[config.mk]
export PLATFORM = sky130hd
export DESIGN_NAME = partial_sum_folder
export DESIGN_NICKNAME = d
export VERILOG_FILES = /design/src/rtl/partial_sum_folder_pkg.sv /design/src/rtl/partial_sum_folder_lane_select.sv /design/src/rtl/partial_sum_folder.sv
export SDC_FILE = /design/constraint.sdc
export NUM_CORES = 1
export LEC_CHECK = 0
export CORE_ASPECT_RATIO = 0.75
export CORE_UTILIZATION = 35
export CTS_BUF_LIST = sky130_fd_sc_hd__clkbuf_16
export CTS_CLUSTER_SIZE = 28
export DETAILED_ROUTE_END_ITERATION = 10
export GPL_TIMING_DRIVEN = 0
export SLEW_MARGIN = 0
export SYNTH_ARGS = -nofsm -noshare
export SYNTH_HDL_FRONTEND = slang
export SYNTH_SLANG_ARGS = --single-unit
[constraint.sdc]
create_clock -name clk -period 4.17 [get_ports clk]
set_input_delay 0.834 -clock clk [delete_from_list [all_inputs] [get_ports clk]]
set_output_delay 0.834 -clock clk [all_outputs]
set_load 0.1 [all_outputs]
[src/rtl/partial_sum_folder_pkg.sv]
// Shared defaults and FSM encoding for the sequential partial-sum folder.
package partial_sum_fold_pkg;

  localparam int unsigned LANES = 8;
  localparam int unsigned IN_W  = 8;
  localparam int unsigned OUT_W = IN_W + $clog2(LANES);
  localparam int unsigned IDX_W = $clog2(LANES);

  typedef enum logic [1:0] {
    IDLE,
    ACCUM,
    DONE
  } state_t;

endpackage

[src/rtl/partial_sum_folder_lane_select.sv]
// LANES:1 mux picking one IN_W-bit lane out of the packed lane register.
module lane_select #(
  parameter int unsigned LANES = 8,
  parameter int unsigned IN_W  = 8,
  parameter int unsigned IDX_W = 3
) (
  input  logic [LANES*IN_W-1:0] lanes,
  input  logic [IDX_W-1:0]      idx,
  output logic [IN_W-1:0]       lane
);

  always_comb begin
    lane = '0;
    for (int unsigned k = 0; k < LANES; k++) begin
      if (idx == IDX_W'(k)) lane = lanes[k*IN_W +: IN_W];
    end
  end

endmodule

[src/rtl/partial_sum_folder.sv]
// Folds LANES partial sums into one total with a single shared adder,
// one lane per cycle, behind valid/ready handshakes on both sides.
module partial_sum_folder
  import partial_sum_fold_pkg::*;
#(
  parameter int unsigned LANES = partial_sum_fold_pkg::LANES,
  parameter int unsigned IN_W  = partial_sum_fold_pkg::IN_W,
  parameter int unsigned OUT_W = partial_sum_fold_pkg::OUT_W
) (
  input  logic                  clk,
  input  logic                  rst_n,
  input  logic                  in_valid,
  output logic                  in_ready,
  input  logic [LANES*IN_W-1:0] in_sums,
  output logic                  out_valid,
  input  logic                  out_ready,
  output logic [OUT_W-1:0]      out_sum
);

  localparam int unsigned IDX_W_L = (LANES > 1) ? $clog2(LANES) : 1;

  state_t                  state_q, state_d;
  logic [LANES*IN_W-1:0]   lanes_q;
  logic [OUT_W-1:0]        acc_q;
  logic [IDX_W_L-1:0]      idx_q;
  logic [IN_W-1:0]         lane_val;
  logic                    accept;
  logic                    last;

  lane_select #(
    .LANES (LANES),
    .IN_W  (IN_W),
    .IDX_W (IDX_W_L)
  ) u_lane_select (
    .lanes (lanes_q),
    .idx   (idx_q),
    .lane  (lane_val)
  );

  assign last   = (idx_q == IDX_W_L'(LANES - 1));
  assign accept = in_valid && in_ready;

  always_ff @(posedge clk or negedge rst_n) begin
    if (!rst_n) state_q <= IDLE;
    else        state_q <= state_d;
  end

  // DONE with out_ready doubles as an accept slot, so streaming needs no IDLE bubble.
  always_comb begin
    state_d  = state_q;
    in_ready = 1'b0;
    unique case (state_q)
      IDLE: begin
        in_ready = 1'b1;
        if (in_valid) state_d = ACCUM;
      end
      ACCUM: begin
        if (last) state_d = DONE;
      end
      DONE: begin
        in_ready = out_ready;
        if (out_ready) state_d = in_valid ? ACCUM : IDLE;
      end
      default: state_d = IDLE;
    endcase
  end

  always_ff @(posedge clk or negedge rst_n) begin
    if (!rst_n) begin
      lanes_q <= '0;
      acc_q   <= '0;
      idx_q   <= '0;
    end else if (accept) begin
      lanes_q <= in_sums;
      acc_q   <= '0;
      idx_q   <= '0;
    end else if (state_q == ACCUM) begin
      acc_q <= acc_q + {{(OUT_W-IN_W){1'b0}}, lane_val};
      idx_q <= last ? '0 : idx_q + IDX_W_L'(1);
    end
  end

  assign out_valid = (state_q == DONE);
  assign out_sum   = acc_q;

endmodule

# Word-level counts from Yosys, hierarchy flattened
# Cells that the tools add are included.
[classes]
addsub = 2
eq_ne = 12
muxes = 19
reduce_logical = 5
[op_table]
columns = ["operator", "count"]
rows = [
  ["$mux 8", 8],
  ["$mux 11", 2],
  ["$eq 3x3->1 const B", 4],
  ["$add 11x8->11", 1],
  ["$mux 3", 3],
  ["$eq 3x2->1 const B", 2],
  ["$mux 2", 3],
  ["$pmux 2 s3", 1],
  ["$ne 2x2->1 const B", 2],
  ["$add 3x1->3 const B", 1],
  ["$eq 3x1->1 const B", 1],
  ["$logic_not 3->1", 1],
  ["$reduce_and 3->1", 1],
  ["$eq 2x1->1 const B", 1],
  ["$eq 2x2->1 const B", 1],
  ["$logic_not 2->1", 1],
  ["$ne 2x1->1 const B", 1],
  ["$pmux 1 s2", 1],
  ["$reduce_bool 2->1", 1],
  ["$logic_and 1x1->1", 1],
  ["$mux 1", 1],
]
[totals]
register_bits = 80
inputBits = 68
out_inout_bits = 13
wordCells = 42

# Logic depth before layout (Yosys ltp)
[logic_depth]
depth_word = 12
ltp_mapped = 18
depth_no_buf = 15

# Modules after synthesis
# Synthesis repeated with hierarchy kept, for this count alone.
[unflattened]
hier_cells = 405
area_unflattened_um2 = 3967.6
[by_module_without_submodules]
columns = ["module", "instances", "cells_per_inst", "area_per_inst_um2", "seq_area_each_um2"]
rows = [
  ["partial_sum_folder", 1, 376, 3417.0, 2001.9],
  ["lane_select", 1, 29, 550.5, 0.0],
]

# Worst setup path before layout
# No wires, ideal clock.
[synth_timing]
kind = "register to register"
start = "register idx_q[0]"
end = "register acc_q[6] (netlist: out_sum[6])"
setup_time_ns = 0.123
arrival_ns = 3.201
required_ns = 4.047
slack_ns = 0.846
stages_incl_launch_ff = 18
path_buffers = 2
synth_period_minus_slack_ns = 3.324
path_cell_list = "dfrtp_1 ha_1 ha_1 buf_2 or2_1 buf_2 a211oi_1 a211o_1 o211ai_1 a31oi_1 ha_1 inv_1 fa_1 nand2b_1 a21oi_1 o21a_1 o21ai_0 a32o_1"
[synth_between]
elab_chain_len = 12
word_cells_on_any_way = 19
classes_between = "add/sub: 1; eq/ne: 7; mux: 10; reduce/logical: 1"
[synth_rtl]
columns = ["item", "line_no", "rtl"]
rows = [
  ["start, declared", "partial_sum_folder.sv:25", "logic [IDX_W_L-1:0] idx_q;"],
  ["start signal, assigned", "partial_sum_folder.sv:79", "idx_q <= last ? '0 : idx_q + IDX_W_L'(1);"],
  ["$logic_not 3->1", "partial_sum_folder_lane_select.sv:15", "if (idx == IDX_W'(k)) lane = lanes[k*IN_W +: IN_W];"],
  ["$mux 8 (7 in a row)", "partial_sum_folder_lane_select.sv:15", ""],
  ["$mux 8 *", "partial_sum_folder_lane_select.sv:15", ""],
  ["$add 11x8->11 *", "partial_sum_folder.sv:78", "acc_q <= acc_q + {{(OUT_W-IN_W){1'b0}}, lane_val};"],
  ["$mux 11 *", "partial_sum_folder.sv:77", "end else if (state_q == ACCUM) begin"],
  ["$mux 11 *", "partial_sum_folder.sv:73", "end else if (accept) begin"],
  ["end signal, assigned", "partial_sum_folder.sv:78", ""],
  ["end, declared", "partial_sum_folder.sv:24", "logic [OUT_W-1:0] acc_q;"],
]
# Every way passes the cells marked *; elsewhere a longest branch is shown, timed or not. The select of a mux whose other input is x is not followed.
# A chain may end at the register's enable or synchronous reset.

# Final worst setup path
[layout_timing]
start = "register idx_q[0]"
end = "register acc_q[8] (netlist: out_sum[8])"
# Same word-level chain as after synthesis.

==> run_results.csv <==
group,metric,value,unit
synthesis,synth_area_leader_cell,"dfrtp_1",
power_and_ir_drop,swShare,43.6,%
global_routing,grt_max_degree,66,
worst_setup_path,rr_worst_depth,15,
detailed_routing,vias_per_cell,5.21,
global_routing,overflow,0,
cells_and_area,fin_nets,538,
placed_design,placed_cell_area,5160,sq um
power_and_ir_drop,cellPowerDensity,914,nW/um^2
cts,clk_path_buf_depth,2,
synthesis,yosysTopAreaCellShare,48.4,%
global_routing,grt_pass1_vias,3188,
power_and_ir_drop,fin_total_pwr,4.97,mW
synthesis,yosysUniqueCellTypes,46,
detailed_routing,vias,3207,
timing,max_freq,255,MHz
cells_and_area,fillerInstances,1060,
synthesis,synth_area_leaders,"dfrtp_1 (48%), mux2_2 (17%), ha_1 (4.2%)",
power_and_ir_drop,pwr-share-seq,28.8,%
placed_design,placedCellCount,601,
synthesis,synth_top_family_by_area,"multiplexers",
placed_design,gp_congestion,0.841,
cells_and_area,area_growth,31.5,%
detailed_routing,firstDrtPassIters,4,
cts,ctsHoldBuffers,0,
synthesis,synthXorXnorAreaFrac,0.636,%
floorplan,start_util,36.9,%
synthesis,async_flop_share,100,%
global_routing,grt_usage,18.0,%
cts,cts_made_buffers,9,
worst_setup_path,path_max_fanout,9,
global_routing,antenna_found_initial,0,
synthesis,ys_ff_latch,80,
cts,htree_levels,3,
synthesis,synth_mux_area_share,17.7,%
job,cap_violations,0,
placed_design,portBuffers,80,
cts,path_clk_slew,0.06,ns
synthesis,synth-adder-area-share,4.72,%
synthesis,synth_cells,363,
cells_and_area,drive_gt1_share,21.8,%
cts,insertion_delay,0.33,ns
cts,cts.sinks,80,
cells_and_area,design_area,5440,sq um
detailed_routing,postRouteAntennaNets,0,
cts,cts-resized-gates,0,
timing,final_max_slew_viol_count,0,
power_and_ir_drop,combPwrFrac,56.9,%
floorplan,coreArea,11200,sq um
synthesis,ys_warn_count,0,
min_path,hp-class,"primary input to asynchronous set/reset pin",
global_routing,grt_first_pass_wirelength,16500,um
synthesis,avgSynthCellArea,11.4,sq um
placed_design,place_ws,0.229,ns
power_and_ir_drop,ir_worst_vdd,518,uV
floorplan,dieArea,12300,sq um
timing,hold_viol_final,0,
synthesis,synth_most_common_cell,"dfrtp_1",
floorplan,io_pins,81,
timing,setup_viol,0,
synthesis,ys.flop_type,"dfrtp_1",
placed_design,dpl.hpwl,7620,um
cts,cts_tree,"done",
worst_setup_path,end_kind,"flip-flop",
detailed_routing,drc,0,
synthesis,synthesis.nets,446,
timing,rsz0062_at_grt,"no",
floorplan,fp.dieH,96.1,um
detailed_routing,drt_wl_total,10300,um
worst_setup_path,cp-start-kind,"flip-flop",
power_and_ir_drop,p_int,2.80,mW
timing,timing.hold.ws,0.361,ns
timing,min_period,3.92,ns
cells_and_area,final_cells,616,
synthesis,synth_commonest_cells,"dfrtp_1 (80), mux2_2 (64), nand2_1 (21)",
cts,post_cts_buffers,0,
timing,finClkSkew,0.00344,ns
timing,worst_pin_slew,0.971,ns
power_and_ir_drop,pwr-share-clk,14.3,%
detailed_routing,wl_per_cell,16.8,um
cells_and_area,n_antenna_cell,0,
synthesis,synth_edf_count,0,
power_and_ir_drop,p_switching,2.17,mW
synthesis,synthSimpleGateAreaFrac,11.7,%
worst_setup_path,cp_data_arrival_time,4.19,ns
worst_setup_path,critPathKind,"flip-flop to flip-flop",
synthesis,yosysSeqAreaShare,48.4,%
floorplan,die-width,127,um
cts,clock-root-buffer,"clkbuf_16",
worst_setup_path,r2r-start,"idx_q[0]",
worst_setup_path,ff2ff_setup_slack,0.25,ns
floorplan,rows,33,
status,outcome,"completed",
detailed_routing,drt_iter0_drc,175,
worst_setup_path,timing.rr.end,"out_sum[8]",
timing,slew_headroom,35.1,%
timing,setup_slack,0.249,ns
worst_setup_path,critical_path_required,4.44,ns
power_and_ir_drop,power_leakage,2.25,nW
timing,post-route-period-util,94.0,%
synthesis,synth_compound_area_share,13.5,%
synthesis,syn_area,4130,sq um
[routing by layer]
layer  track usage (%)  part of all wire, %  vias to the layer above
met1              25.3                   51                     1594
met2              27.3                   43                       89
met5                 0                    0                        -
met3              4.84                  6.0                        5
li1                  -                    -                     1519
met4              5.06                 0.44                        0
[cell families after synthesis]
kind of cell | count (synthesis)
fa+ha+maj | 15
simple gates | 88
flops | 80
xor+xnor | 3
compound gates | 84
mux | 65
buf+inv | 28
[critical path: stages (launching register included)]
cell and delay, ns:
dfrtp_1 0.43, ha_1 0.25, ha_1 0.18, buf_2 0.17, or2_1 0.21, buf_2 0.18
a211oi_1 0.35, a211o_1 0.16, o211ai_1 0.11, a31oi_1 0.28, ha_1 0.31, o21ai_1 0.14
a21oi_1 0.08, o41a_1 0.40, or4b_1 0.49, nand3_1 0.09
[cell type report]
cell class	count	area, sq um	area share [%]
plain buffers	20	110	2.03
flip-flops and latches	80	2000	36.8
clock inverters	6	37.5	0.690
multi-input cells	255	2010	37.0
repair buffers	81	826	15.2
well taps	157	196	3.61
clock buffers	9	225	4.14
inverters	8	30.0	0.552
[registers in the layout, summed over array words and instances, names as in the netlist]
signal,count
idx_q,3
lanes_q,64
out_sum,11
state_q,2
[cell usage in the layout (no fill, tap or decap), drive strengths merged, types with 4 or more instances in the layout]
cell type / n
a211o: 8
a211oi: 10
a21oi: 17
a31oi: 10
buf: 17
clkbuf: 14
clkdlybuf4s50: 79
dfrtp: 80
ha: 14
inv: 10
mux2: 64
nand2: 21
nand2b: 4
nand3b: 8
nor2: 14
nor2b: 13
nor3: 5
o211ai: 7
o21ai: 17
or3: 9
[power by group through the flow]
| stage | clock (mW) | sequential, mW | combinational [mW] |
|---|---|---|---|
| 6_report | 0.710 | 1.43 | 2.82 |
| 5_1_grt | 0.751 | 1.49 | 3.09 |
| 4_1_cts | 0.723 | 1.43 | 2.80 |
| 3_5_place_dp | 0 | 1.45 | 2.79 |
| 3_3_place_gp | 0 | 1.43 | 2.73 |
| 2_1_floorplan | 0 | 1.73 | 1.79 |
[how the worst max path moves through the flow]
stage | start | end | slack [ns] | depth (start not counted)
after floorplan | idx_q[0] | out_sum[6] | 0.85 | 17
after global placement | rst_n | lanes_q[52] | -0.69 | 1
after detailed placement | idx_q[0] | out_sum[8] | 0.23 | 15
after CTS | idx_q[0] | out_sum[10] | 0.19 | 17
after global routing | idx_q[0] | out_sum[8] | 0.005 | 15
final | idx_q[0] | out_sum[8] | 0.25 | 15
[metrics by stage]
stage	setup TNS, ns	util [%]
floorplan	0	-
global placement	-54.45	45.9
detailed placement	0	46.1
CTS	0	48.4
global route	0	48.6
finish	0	48.6
Note: power is estimated with default switching activity, not from simulation.
